==> src/rtl/parking_pkg.sv <==
// Shared types and constants for the parking-meter add-request path.
package parking_pkg;

  typedef enum logic [1:0] {
    S_IDLE    = 2'd0,
    S_ISSUE   = 2'd1,
    S_HOLDOFF = 2'd2
  } arb_state_e;

  localparam int DEF_N_REQ = 4;
  localparam int DEF_CNT_W = 3;
  localparam int DEF_GAP   = 2;

  localparam int CH_ADD1 = 0;
  localparam int CH_ADD2 = 1;
  localparam int CH_ADD3 = 2;
  localparam int CH_ADD4 = 3;

endpackage

==> src/rtl/coin_req_slot.sv <==
// One add channel: rising-edge detect, saturating pending counter, drop pulse.
module coin_req_slot
  import parking_pkg::*;
#(
  parameter int CNT_W = DEF_CNT_W
) (
  input  logic             clk,
  input  logic             rst,
  input  logic             req_i,
  input  logic             flush_i,
  input  logic             dec_i,
  output logic [CNT_W-1:0] count_o,
  output logic             drop_o
);

  localparam logic [CNT_W-1:0] CNT_MAX = '1;

  logic             req_q;
  logic [CNT_W-1:0] count_q, count_d;
  logic             drop_q, drop_d;
  logic             rise;

  assign rise = req_i & ~req_q;

  // NOTE: every always_comb output gets a default first so no path leaves it unassigned (no latch).
  always_comb begin
    count_d = count_q;
    drop_d  = 1'b0;
    if (flush_i) begin
      count_d = '0;
    end else if (rise && dec_i) begin
      count_d = count_q;
    end else if (rise) begin
      if (count_q == CNT_MAX) drop_d = 1'b1;
      else                    count_d = count_q + 1'b1;
    end else if (dec_i) begin
      count_d = count_q - 1'b1;
    end
  end

  // NOTE: sequential state uses non-blocking assignments so all registers update from pre-edge values.
  always_ff @(posedge clk) begin
    if (rst) begin
      req_q   <= 1'b0;
      count_q <= '0;
      drop_q  <= 1'b0;
    end else begin
      req_q   <= req_i;
      count_q <= count_d;
      drop_q  <= drop_d;
    end
  end

  assign count_o = count_q;
  assign drop_o  = drop_q;

endmodule

==> src/rtl/coin_request_arbiter.sv <==
// Queues coin/add button presses per channel and issues spaced, round-robin
// one-cycle add grants to the parking-meter FSM.
module coin_request_arbiter
  import parking_pkg::*;
#(
  parameter int N_REQ = DEF_N_REQ,
  parameter int CNT_W = DEF_CNT_W,
  parameter int GAP   = DEF_GAP
) (
  input  logic             clk,
  input  logic             rst,
  input  logic [N_REQ-1:0] req,
  input  logic             flush,
  input  logic             meter_ready,
  output logic [N_REQ-1:0] grant,
  output logic             grant_valid,
  output logic             pending_any,
  output logic [N_REQ-1:0] drop
);

  localparam int PTR_W = (N_REQ > 1) ? $clog2(N_REQ) : 1;
  localparam int GAP_W = $clog2(GAP + 1);

  arb_state_e       state_q;
  logic [PTR_W-1:0] rr_ptr_q;
  logic [GAP_W-1:0] gap_q;
  logic [N_REQ-1:0] grant_q;
  logic             grant_valid_q;

  logic [CNT_W-1:0] count [N_REQ];
  logic [N_REQ-1:0] nonzero;
  logic [N_REQ-1:0] dec;
  logic [N_REQ-1:0] pick_onehot;
  logic [PTR_W-1:0] pick_idx;
  logic             pick_valid;
  logic             issue;

  for (genvar i = 0; i < N_REQ; i++) begin : g_slot
    coin_req_slot #(.CNT_W(CNT_W)) u_slot (
      .clk     (clk),
      .rst     (rst),
      .req_i   (req[i]),
      .flush_i (flush),
      .dec_i   (dec[i]),
      .count_o (count[i]),
      .drop_o  (drop[i])
    );
    assign nonzero[i] = |count[i];
  end

  // Search starts just after the last winner so every channel gets a turn.
  always_comb begin
    int idx;
    pick_valid = 1'b0;
    pick_idx   = '0;
    for (int k = 1; k <= N_REQ; k++) begin
      idx = (int'(rr_ptr_q) + k) % N_REQ;
      if (!pick_valid && nonzero[PTR_W'(idx)]) begin
        pick_valid = 1'b1;
        pick_idx   = PTR_W'(idx);
      end
    end
  end

  assign pick_onehot = N_REQ'(1) << pick_idx;
  assign issue       = (state_q == S_IDLE) && meter_ready && !flush && pick_valid;
  assign dec         = issue ? pick_onehot : '0;

  always_ff @(posedge clk) begin
    if (rst) begin
      state_q       <= S_IDLE;
      rr_ptr_q      <= PTR_W'(N_REQ - 1);
      gap_q         <= '0;
      grant_q       <= '0;
      grant_valid_q <= 1'b0;
    end else begin
      case (state_q)
        S_IDLE: begin
          if (issue) begin
            grant_q       <= pick_onehot;
            grant_valid_q <= 1'b1;
            rr_ptr_q      <= pick_idx;
            state_q       <= S_ISSUE;
          end else begin
            grant_q       <= '0;
            grant_valid_q <= 1'b0;
          end
        end
        S_ISSUE: begin
          grant_q       <= '0;
          grant_valid_q <= 1'b0;
          gap_q         <= GAP_W'(GAP - 1);
          state_q       <= S_HOLDOFF;
        end
        S_HOLDOFF: begin
          if (gap_q == '0) state_q <= S_IDLE;
          else             gap_q   <= gap_q - 1'b1;
        end
        default: begin
          grant_q       <= '0;
          grant_valid_q <= 1'b0;
          state_q       <= S_IDLE;
        end
      endcase
    end
  end

  assign grant       = grant_q;
  assign grant_valid = grant_valid_q;
  assign pending_any = |nonzero;

endmodule

==> config.mk <==
export PLATFORM = sky130hd
export DESIGN_NAME = coin_request_arbiter
export DESIGN_NICKNAME = d
export VERILOG_FILES = /design/src/rtl/parking_pkg.sv /design/src/rtl/coin_req_slot.sv /design/src/rtl/coin_request_arbiter.sv
export SDC_FILE = /design/constraint.sdc
export NUM_CORES = 1
export LEC_CHECK = 0
export CORE_MARGIN = 2
export CORE_UTILIZATION = 50
export CTS_BUF_LIST = sky130_fd_sc_hd__clkbuf_8
export DETAILED_ROUTE_END_ITERATION = 10
export PLACE_DENSITY_LB_ADDON = 0.2
export SLEW_MARGIN = 20
export SYNTH_ARGS = -nofsm -noshare
export SYNTH_HDL_FRONTEND = slang
export SYNTH_SLANG_ARGS = --single-unit
export TNS_END_PERCENT = 1
==> constraint.sdc <==
create_clock -name clk -period 2.6 [get_ports clk]
set_clock_uncertainty 0.05 [all_clocks]
set_input_delay 0.78 -clock clk [delete_from_list [all_inputs] [get_ports clk]]
set_output_delay 0.78 -clock clk [all_outputs]
set_load 0.01 [all_outputs]
==> metrics <==
hold violation count in the final report=0; via count=1,453; WL final=3.58 mm; status=finished, final reports clean; Crit. End Element=output port; Post-synth top cells=dfxtp_1, nand2_1, nor2_1; via/cell ratio=about 5.5; DP HPWL=2.71 mm; final core utilization=0.681; Worst R2R Start=g_slot[1].u_slot.count_o[0]; CTS tree=done; post-route ant nets=0; synth top area cells=dfxtp_1, mux2i_1, fa_1; Post-synth EDFFs=0; io pins=18; H-tree levels=2; Initial Util=0.537; Mapped Cells=181; # clock sinks=31; ys flop type=dfxtp_1; initial DRC count=75; slowest stage delay, CP=550 ps; DR WL/cell=13.5 um; Chip Width=61.7 um; period utilization=0.978; Seq cells post-synth=31; worst path cell trace=or3_4 -> or4_4 -> buf_2; post-synthesis sequential area ratio=0.373; grt total ovfl=0; Synth area leader=dfxtp_1; P per Cell Area=557 mW/mm^2; Worst Path Class, Setup=reg -> out; Hold Path Origin=grant[0]; CP max stage cell=or4_4; Ys Warns=0; core area=between 0.003 and 0.004 sq mm; mapped cell area=approximately 0.0017 sq mm; gr usage total=0.221; Worst R2R Path Depth=7; Async SR Flop Fraction=0; fin nets=234; share of the synthesized area in the top cell type=0.373; number of distinct library cells after synthesis=45; Tmin final=2540 ps; number of remaining DRC errors=0; Max Slew Vio Count=0; VDD IR max=0.394 mV; actual slew at the worst max-slew pin=664 ps; antenna diode count=0; number of antenna violations at the first check in global routing=0; maximum clock insertion buffer count=2; die area=~0.0038 sq mm; CTS buffer count=5; most frequent cell after synthesis=dfxtp_1; First-pass DRT Iterations=4; syn avg cell area=9.20 sq um; Startpoint Class=flip-flop; Worst EP required=between 1500 and 2000 ps; global-route wire length before repair=~6 mm; Crit Path Max Fanout=4; P_leak=0.848 nW; Worst R2R End=g_slot[2].u_slot.count_o[1]; hold path depth=2; fill cell count=267; Hold Path Sink=grant[0]; Worst Path Arrival=1710 ps; Max Cap Violations=0; GP Congestion=between 0.8 and 0.9; R2R setup slack=200 ps; fraction of layout cells with a size suffix above 1=0.239; port buffer count=17; Rows=20; # Post-CTS Setup Buffers=0; Max Clk Rate=393 MHz; slew margin rel.=0.558; # setup viols final=0; Clock transition at path regs=60 ps; pin count of the biggest net entering global routing=18; clock root buffer=clkbuf_8; Layout area overhead=27.0%; clk_lat worst skew=290 ps; syn_nets=194; Die Span Y=61.7 um; min-delay worst type=reg -> reg; hold_ws=roughly 410 ps; RSZ-0062 raised after global routing=false; vias in the first global route=1,442
sequential cells by signal (all words and copies together), names as in the netlist:
| signal | count |
|---|---|
| rr_ptr_q | 2 |
| g_slot.u_slot.count_o | 12 |
| state_q | 2 |
| grant | 4 |
| g_slot.u_slot.req_q | 4 |
| grant_valid | 1 |
| g_slot.u_slot.drop_o | 4 |
| gap_q | 2 |
how the worst max path moves through the flow:
stage | startpoint | endpoint | cells past startpoint
after floorplan | req[0] | g_slot[0].u_slot.count_o[2] | 6
after CTS | g_slot[0].u_slot.count_o[0] | pending_any | 3
after global routing | g_slot[2].u_slot.count_o[0] | pending_any | 3
after global placement | req[0] | g_slot[0].u_slot.count_o[2] | 7
after detailed placement | req[0] | g_slot[0].u_slot.count_o[2] | 7
final | g_slot[0].u_slot.count_o[0] | pending_any | 3
cell families after synthesis:
| family | Yosys count | share of synthesized area |
|---|---|---|
| AO/OA/AOI/OAI | 28 | 0.134 |
| adder cells (fa/ha/maj) | 5 | 0.0556 |
| buffers and inverters | 15 | 0.0428 |
| flip-flops | 31 | 0.373 |
| multiplexers | 14 | 0.0887 |
| AND/OR/NAND/NOR | 88 | 0.307 |
cell usage in the layout (no fill, tap or decap), drive strengths merged, types with 7 or more instances in the layout:
cell type      count
a21oi             10
buf               26
clkdlybuf4s50     16
dfxtp             31
inv                7
mux2i             14
nand2             22
nor2              18
nor2b              9
nor3              10
or3                9
stage by stage:
step           total power [mW]  TNS, ps  worst slack, ps  cell area (sq um)  std cells
4_1_cts                    1.18        0             58.8               2110        266
5_1_grt                    1.23        0             42.0               2110        266
2_1_floorplan             0.714        0              352               1670        181
6_report                   1.18        0             57.9               2110        266
3_5_place_dp              0.816    -97.5            -85.0               2030        258
3_3_place_gp              0.806    -4.26            -4.26               2030        258
worst max-delay path: cells and delay by family, from the launching register on:
kind | cells | cell delay [ps]
buffers and inverters | 1 | 160
DFF | 1 | 310
and+or+nand+nor | 2 | 960
final cells by class:
cell class	count	area (sq um)	area share
multi-input cells	135	978	0.463
inverters	6	22.5	0.0107
flip-flops and latches	31	621	0.293
repair buffers	42	353	0.167
clock inverters	3	16.3	0.00769
well taps	44	55.1	0.0260
clock buffers	5	68.8	0.0325
repair_timing:
| item | in CTS | in global routing |
|---|---|---|
| resized for setup | 5 | 0 |
| hold buffers | 0 | 0 |
| setup endpoints to repair | 1 | 0 |
report_power, final:
| group | internal, mW | total, mW | switching, mW | leakage (nW) |
|---|---|---|---|---|
| Clock | 0.183 | 0.372 | 0.189 | 0.0453 |
| Combinational | 0.137 | 0.292 | 0.156 | 0.550 |
| Sequential | 0.497 | 0.514 | 0.0172 | 0.253 |
| Total | 0.816 | 1.18 | 0.362 | 0.848 |
layer usage:
metal / GRT usage / vias to the layer above / share of wire
met4: 0.131 / 0 / 0.021
met3: 0.0538 / 7 / 0.039
met5: 0 / - / 0
met1: 0.249 / 691 / 0.44
met2: 0.379 / 33 / 0.50
li1: - / 722 / -
(Power assumes the default switching activity.)
